==> src/rtl/clk_div_ctrl.sv <==
// Programmable 50%-duty clock divider with a valid/ready configuration port.
// Half-period changes while running are staged and applied only at period boundaries.
module clk_div_ctrl #(
  parameter int CNT_W = 8
) (
  input  logic             clk,
  input  logic             rst,
  input  logic             en,
  input  logic             cfg_valid,
  input  logic [CNT_W-1:0] cfg_half,
  output logic             cfg_ready,
  output logic             clk_out,
  output logic             tick,
  output logic             busy,
  output logic             err
);

  typedef enum logic {IDLE, RUN} state_t;

  state_t           state, state_n;
  logic [CNT_W-1:0] active_h, active_h_n;
  logic [CNT_W-1:0] pending_h, pending_h_n;
  logic             pending_vld, pending_vld_n;
  logic             phase, phase_n;   // 0 = high half, 1 = low half
  logic [CNT_W-1:0] cnt, cnt_n;
  logic             clk_out_n, tick_n, err_n;
  logic             accept, last;

  assign cfg_ready = !pending_vld;
  assign busy      = (state == RUN);
  assign accept    = cfg_valid && cfg_ready;
  // active_h is never zero, so active_h-1 cannot wrap.
  assign last      = (cnt == active_h - CNT_W'(1));

  always_comb begin
    // NOTE: every signal gets a default first so no path leaves it unassigned (no latches).
    state_n       = state;
    active_h_n    = active_h;
    pending_h_n   = pending_h;
    pending_vld_n = pending_vld;
    phase_n       = phase;
    cnt_n         = cnt;
    tick_n        = 1'b0;
    err_n         = 1'b0;

    unique case (state)
      IDLE: begin
        cnt_n   = '0;
        phase_n = 1'b0;
        if (en) begin
          state_n = RUN;
          tick_n  = 1'b1;
        end
      end
      RUN: begin
        if (last) begin
          cnt_n   = '0;
          phase_n = !phase;
          if (phase) begin
            // Period boundary: commit staged value and sample en.
            if (pending_vld) begin
              active_h_n    = pending_h;
              pending_vld_n = 1'b0;
            end
            if (en) tick_n  = 1'b1;
            else    state_n = IDLE;
          end
        end else begin
          cnt_n = cnt + CNT_W'(1);
        end
      end
      default: state_n = IDLE;
    endcase

    // A boundary load and an accept never coincide: accept requires pending_vld = 0.
    if (accept) begin
      if (cfg_half == '0) begin
        err_n = 1'b1;
      end else if (state == IDLE) begin
        active_h_n = cfg_half;
      end else begin
        pending_h_n   = cfg_half;
        pending_vld_n = 1'b1;
      end
    end

    clk_out_n = (state_n == RUN) && !phase_n;
  end

  // NOTE: sequential state uses non-blocking assignments so all flops update together.
  always_ff @(posedge clk) begin
    if (rst) begin
      state       <= IDLE;
      active_h    <= CNT_W'(2);
      pending_h   <= '0;
      pending_vld <= 1'b0;
      phase       <= 1'b0;
      cnt         <= '0;
      clk_out     <= 1'b0;
      tick        <= 1'b0;
      err         <= 1'b0;
    end else begin
      state       <= state_n;
      active_h    <= active_h_n;
      pending_h   <= pending_h_n;
      pending_vld <= pending_vld_n;
      phase       <= phase_n;
      cnt         <= cnt_n;
      clk_out     <= clk_out_n;
      tick        <= tick_n;
      err         <= err_n;
    end
  end

endmodule
==> config.mk <==
export PLATFORM = sky130hd
export DESIGN_NAME = clk_div_ctrl
export DESIGN_NICKNAME = d
export VERILOG_FILES = /design/src/rtl/clk_div_ctrl.sv
export SDC_FILE = /design/constraint.sdc
export NUM_CORES = 1
export LEC_CHECK = 0
export CORE_MARGIN = 1.5
export CORE_UTILIZATION = 55
export CTS_CLUSTER_DIAMETER = 200
export DETAILED_ROUTE_END_ITERATION = 7
export DONT_BUFFER_PORTS = 1
export GPL_TIMING_DRIVEN = 0
export PLACE_DENSITY_LB_ADDON = 0.15
export SLEW_MARGIN = 20
export SYNTH_ARGS = -nofsm -noshare
export SYNTH_HDL_FRONTEND = slang
export SYNTH_SLANG_ARGS = --single-unit
==> constraint.sdc <==
create_clock -name clk -period 2.2 [get_ports clk]
set_clock_uncertainty 0.05 [all_clocks]
set_input_delay 0.33 -clock clk [delete_from_list [all_inputs] [get_ports clk]]
set_output_delay 0.33 -clock clk [all_outputs]
set_load 0.005 [all_outputs]
==> metrics, run 1 <==
most common cell after layout, fill and taps aside dfxtp_1; post-synthesis register bit count 30; Post-synth EDFFs 0; first-pass GRT wire length 6150 um; Total Power 1.13 mW; Bufs and invs on worst path 4; critical path's top delay family compound AO/OA/AOI/OAI gates; fin. max-slew vios 0; CTS Root Buffer Type clkbuf_4; WP data arrival 2.29 ns; status finished, final reports clean; vias 1,385; Cell Rows 19; total iterations of the first detailed-routing run 4; Worst-path clk slew 0.10 ns; Fillers 244; Synth Warn # 0; Slowest-stage cell, CP dfxtp_2; max-cap violation count 0; DR vias/cell 5.87; GRT Util Overall 0.243; FMAX 0.476 GHz; wire per inst 14.3 um; Tcrit/Tclk final 0.955; worst-path cell chain inv_1 > ha_4 > buf_2 > o22a_1 > a22oi_2 > and4b_1 > buf_6 > clkbuf_16 > a21o_1 > nand3_1; Slew @ Worst Pin 0.793 ns; Crit. End Element register; Max clock buf depth 2; initial DRC count 58; share of cells above drive strength 1 0.171; Worst setup SP type register; drc violations 0; chip height 57.1 um; hold-fix buffers at CTS 0; Core Util, Final 0.663; highest ir drop seen on vdd 0.612 mV; Mapped Cells 193; die area 3260 um2; Post-synth top flop dfxtp_1; setup TNS 0 ns; Nets 218; count of input and output buffers 0; PD cells 621 nW/um2; most frequent cells in the layout 27 x dfxtp_1, 24 x nand2_1, 21 x nor2_1; Final ANT Viol Nets 0; Clock Latency Late Sink 0.34 ns; Mean Syn Cell Area 8.33 um2; maximum number of pins on one net before global-route repair 11; Hold Slack 0.0409 ns; Unique masters post-synth 41; Final Hold Vio Count 0; routability-driven placement congestion ratio 0.755; Worst slew margin 0.470; Post-DP HPWL 2480 um; min cycle time layout 2.10 ns; H-tree Lvls 2; Core Region 2760 um2; CTS sink count 30; drt total wl 3370 um; number of CTS-inserted buffers 5; Die Span X 57.1 um; final count of negative-setup-slack endpoints 0; # diodes 0; gr ovfl total 0; initial core utilization 0.583; area delta synth->final 13.7%; CTS tree built; top fanout value on the critical path 6; hold crit path type input pin to register; RSZ-0062 raised after global routing yes; async set-or-reset flop fraction in the synthesized netlist 0; Syn Std Cell Area 1610 um2; syn nets 207; CP max stage delay 0.38 ns; Critical Setup Path Class register to register; leak pwr 0.749 nW; # IOs 17; vias in the first global route 1,386; initial antenna violation count 0; sequential fraction of the synthesis area 0.374; Crit path required time 2.39 ns
worst paths after layout:
path,startpoint,cells after the start,end,slack (ns)
max,active_h[1]$_SDFF_PP1_,10,active_h[6]$_SDFF_PP0_,0.1
min,cfg_half[4],2,active_h[4]$_SDFF_PP0_,0.04
max reg2reg,active_h[1]$_SDFF_PP1_,10,active_h[6]$_SDFF_PP0_,0.1
min reg2reg,pending_h[0]$_SDFFE_PP0P_,2,active_h[0]$_SDFF_PP0_,0.44
flip-flops by register name, summed over array words and instances (netlist names):
| signal | flops |
|---|---|
| active_h | 8 |
| cnt | 8 |
| pending_h | 8 |
| busy | 1 |
| clk_out | 1 |
| err | 1 |
| pending_vld | 1 |
| phase | 1 |
| tick | 1 |
layer usage:
metal | global-route usage | routed length (um) | vias up
met1 | 0.307 | 1500 | 649
met5 | 0 | 0 | -
met4 | 0.0864 | 86 | 0
li1 | - | - | 700
met2 | 0.386 | 1640 | 26
met3 | 0.0862 | 146 | 10
per-stage QoR:
step | cell area, um2 | worst slack (ns) | instances
2_1_floorplan | 1610 | 0.0297 | 193
3_3_place_gp | 1650 | -0.0842 | 224
3_5_place_dp | 1650 | -0.241 | 224
4_1_cts | 1760 | 0.00250 | 233
5_1_grt | 1830 | -0.0149 | 236
6_report | 1830 | 0.0992 | 236
repair_timing:
item,4_1_cts,5_1_grt
cloned,0,1
gates resized for setup,10,10
buffers inserted,2,3
pin swaps,3,6
setup endpoints to repair,20,20
synth_stat cells (all sizes together), types with 2 or more instances:
| cell | n | area (um2) |
|---|---|---|
| and3 | 3 | 18.8 |
| inv | 6 | 22.5 |
| nand3 | 15 | 75.1 |
| ha | 2 | 25.0 |
| dfxtp | 30 | 601 |
| o31a | 2 | 17.5 |
| nor2b | 3 | 18.8 |
| xor2 | 8 | 70.1 |
| a211oi | 2 | 15.0 |
| a21oi | 7 | 35.0 |
| o21bai | 2 | 15.0 |
| nor4 | 5 | 58.8 |
| xnor2 | 8 | 70.1 |
| nand2 | 24 | 90.1 |
| nor3 | 4 | 25.0 |
| o21ai | 2 | 10.0 |
| nor2 | 21 | 78.8 |
| a21o | 7 | 52.6 |
| and4b | 2 | 20.0 |
| nand4 | 8 | 50.1 |
| clkbuf | 8 | 31.3 |
| mux2i | 8 | 80.1 |
| buf | 4 | 32.5 |
report_power, final:
group	total, mW	internal [mW]	leakage [nW]	switching, mW
registers	0.590	0.566	0.245	0.0237
logic	0.194	0.0823	0.470	0.111
clock network	0.351	0.153	0.0343	0.198
cell type report:
cell class | instances | area, um2 | share of cell area
multi-input cells | 145 | 971 | 0.531
flip-flops and latches | 30 | 607 | 0.332
plain buffers | 10 | 65.1 | 0.0356
repair buffers | 6 | 60.1 | 0.0329
clock buffers | 6 | 51.3 | 0.0281
well taps | 31 | 38.8 | 0.0212
inverters | 6 | 22.5 | 0.0123
clock inverters | 2 | 12.5 | 0.00684
logic make-up (layout without fill, tap and decap cells):
kind of cell | Yosys count | count (layout) | share of synthesized area
buf+inv | 18 | 30 | 0.0537
simple gates | 91 | 91 | 0.297
flops | 30 | 30 | 0.374
compound gates | 28 | 28 | 0.123
fa+ha+maj | 2 | 2 | 0.0156
xor+xnor | 16 | 16 | 0.0872
mux | 8 | 8 | 0.0498
Note: power is estimated with default switching activity, not from simulation.
==> run 2: changes to the inputs <==
--- a/config.mk
+++ b/config.mk
@@ -5,12 +5,10 @@
 export SDC_FILE = /design/constraint.sdc
 export NUM_CORES = 1
 export LEC_CHECK = 0
-export CORE_MARGIN = 1.5
 export CORE_UTILIZATION = 55
 export CTS_CLUSTER_DIAMETER = 200
 export DETAILED_ROUTE_END_ITERATION = 7
 export DONT_BUFFER_PORTS = 1
-export GPL_TIMING_DRIVEN = 0
 export PLACE_DENSITY_LB_ADDON = 0.15
 export SLEW_MARGIN = 20
 export SYNTH_ARGS = -nofsm -noshare
==> metrics, run 2 (same netlist as run 1, synthesis figures left out) <==
critical path's top delay family simple AND/OR/NAND/NOR gates; vias in the first global route 1,255 (-9.5%); initial core utilization 0.583 (unchanged); Bufs and invs on worst path 0 (-4); Post-DP HPWL 2290 um (-7.5%); CTS Root Buffer Type clkbuf_4; DR vias/cell 5.85 (-0.24%); Worst setup SP type register; area delta synth->final 10.4%; drt total wl 3190 um (-5.2%); worst-path cell chain nor4_4 > nand2_1 > o31a_1 > and2_4 > or4_1 > o311ai_1; FMAX 0.488 GHz (+2.4%); WP data arrival 2.25 ns (-0.04 ns); reg2reg end clk_out$_SDFF_PP0_; initial DRC count 61 (+5.2%); Final Hold Vio Count 0 (unchanged); PD cells 760 nW/um2 (+22%); Post-CTS Setup Bufs 0 (-2); Critical Setup Path Class register to register; Clock Latency Late Sink 0.33 ns (about the same); worst hold start rst; Cell Rows 19 (unchanged); RSZ-0062 raised after global routing no; Largest regs active_h: 8 flops, cnt: 8 flops, pending_h: 8 flops; gr ovfl total 0 (unchanged); Slowest-stage cell, CP or4_1; Nets 209 (-4.1%); design area 1780 um2 (-2.9%); FF-to-FF path depth 6 (-4); leak pwr 0.731 nW (-2.5%); CTS tree built; first-pass GRT wire length 5470 um (-11%); # diodes 0 (unchanged); drc violations 0 (unchanged); Worst slew margin 0.401 (-0.0691); H-tree Lvls 2 (unchanged); maximum number of pins on one net before global-route repair 17 (+6); CP max stage delay 0.49 ns (+0.11 ns); worst hold path depth 1 (-1); max-cap violation count 0 (unchanged); fin. max-slew vios 0 (unchanged); chip height 56.1 um (-1.8%); Setup crit start active_h[5]$_SDFF_PP0_; Crit path required time 2.40 ns (about the same); hold crit path type input pin to register; routability-driven placement congestion ratio 0.836 (+11%); Worst R2R Start active_h[5]$_SDFF_PP0_; Die Span X 56.1 um (-1.8%); count of input and output buffers 0 (unchanged); setup TNS 0 ns (unchanged); most frequent cells in the layout 29 x dfxtp_1, 24 x nand2_1, 21 x nor2_1; most common cell after layout, fill and taps aside dfxtp_1; top fanout value on the critical path 5 (-1); wire per inst 14.1 um (-1.5%); Tcrit/Tclk final 0.932 (-0.0228); Slew @ Worst Pin 0.896 ns (+0.103 ns); vias 1,329 (-4.0%); Placed Area 1640 um2 (-0.46%); Final ANT Viol Nets 0 (unchanged); initial antenna violation count 0 (unchanged); Reg2Reg Setup Slack 0.15 ns (+0.05 ns); final count of negative-setup-slack endpoints 0 (unchanged); # IOs 17 (unchanged); Max clock buf depth 2 (unchanged); number of CTS-inserted buffers 5 (unchanged); Core Util, Final 0.644 (-0.0191); status finished, final reports clean; GRT Util Overall 0.224 (-0.0188); Core Region 2760 um2 (unchanged); CTS sink count 30 (unchanged); Endpoint, Worst Hold clk_out$_SDFF_PP0_; highest ir drop seen on vdd 0.858 mV (+40%); Crit. End Element register; total iterations of the first detailed-routing run 4 (unchanged); min cycle time layout 2.05 ns (-0.0501 ns); die area 3140 um2 (-3.5%); share of cells above drive strength 1 0.122 (-0.0483); Worst-path clk slew 0.10 ns (about the same)
-- run 2: cell count changes in the layout (fill, tap and decap cells not counted), moves of 2 or more --
| cell | delta |
|---|---|
| dfxtp_1 | +2 |
| clkbuf_1 | -6 |
| buf_2 | -2 |
| buf_6 | -2 |
| bufinv_16 | +2 |
-- run 2: layout make-up --
class,instances,area [um2]
multi-input cells,145,933
inverters,6,22.5
repair buffers,7,67.6
well taps,31,38.8
clock buffers,6,51.3
clock inverters,2,60.1
flip-flops and latches,30,602
fillers,232,982
-- run 2: layer usage --
layer / up-vias / part of all wire / global-route usage / routed length [um]
li1: 681 / - / - / -
met5: - / 0 / 0 / 0
met3: 2 / 0.056 / 0.0884 / 180
met1: 614 / 0.47 / 0.279 / 1500
met2: 32 / 0.47 / 0.347 / 1500
met4: 0 / 0.0066 / 0.0906 / 21
-- run 2: worst reg2reg max path: cells and delay by family (launching register included) --
family	cells	cell delay (ns)
AND/OR/NAND/NOR	4	1.15
AO/OA/AOI/OAI	2	0.40
flip-flops	1	0.38
-- run 2: timing repair --
| item | in CTS | in global routing |
|---|---|---|
| gates resized for setup | 0 | 4 |
| hold buffers | 1 | 0 |
| hold endpoints to repair | 11 | 0 |
| setup endpoints to repair | 0 | 8 |
-- run 2: worst max path at each step --
stage,end,slack (ns),depth (start not counted)
after floorplan,clk_out$_SDFF_PP0_,0.03,10
after global placement,clk_out$_SDFF_PP0_,0.15,6
after detailed placement,clk_out$_SDFF_PP0_,0.04,8
after CTS,clk_out$_SDFF_PP0_,0.02,8
after global routing,clk_out$_SDFF_PP0_,0.03,8
final,clk_out$_SDFF_PP0_,0.15,6
-- run 2: metrics by stage --
step / hold slack [ns] / total power, mW / instances / setup WS [ns]
3_3_place_gp: 0.356 / 0.762 / 218 / 0.151
4_1_cts: 0.0237 / 1.36 / 227 / 0.0179
5_1_grt: 0.00479 / 1.41 / 227 / 0.0286
2_1_floorplan: 0.389 / 0.735 / 193 / 0.0297
3_5_place_dp: 0.358 / 0.765 / 218 / 0.0427
6_report: 0.0419 / 1.35 / 227 / 0.149
-- run 2: where the power goes --
part	internal (mW)	switching (mW)
clock	0.385	0.200
sequential	0.566	0.0261
combinational	0.0755	0.0968
==> run 3: changes to the inputs <==
--- a/config.mk
+++ b/config.mk
@@ -5,10 +5,13 @@
 export SDC_FILE = /design/constraint.sdc
 export NUM_CORES = 1
 export LEC_CHECK = 0
+export ABC_AREA = 0
+export ABC_CLOCK_PERIOD_IN_PS = 2200
 export CORE_UTILIZATION = 55
 export CTS_CLUSTER_DIAMETER = 200
 export DETAILED_ROUTE_END_ITERATION = 7
 export DONT_BUFFER_PORTS = 1
+export GPL_ROUTABILITY_DRIVEN = 0
 export PLACE_DENSITY_LB_ADDON = 0.15
 export SLEW_MARGIN = 20
 export SYNTH_ARGS = -nofsm -noshare
==> results of run 3 <==
No change in the layout: final DEF, timing and power equal those of run 2.
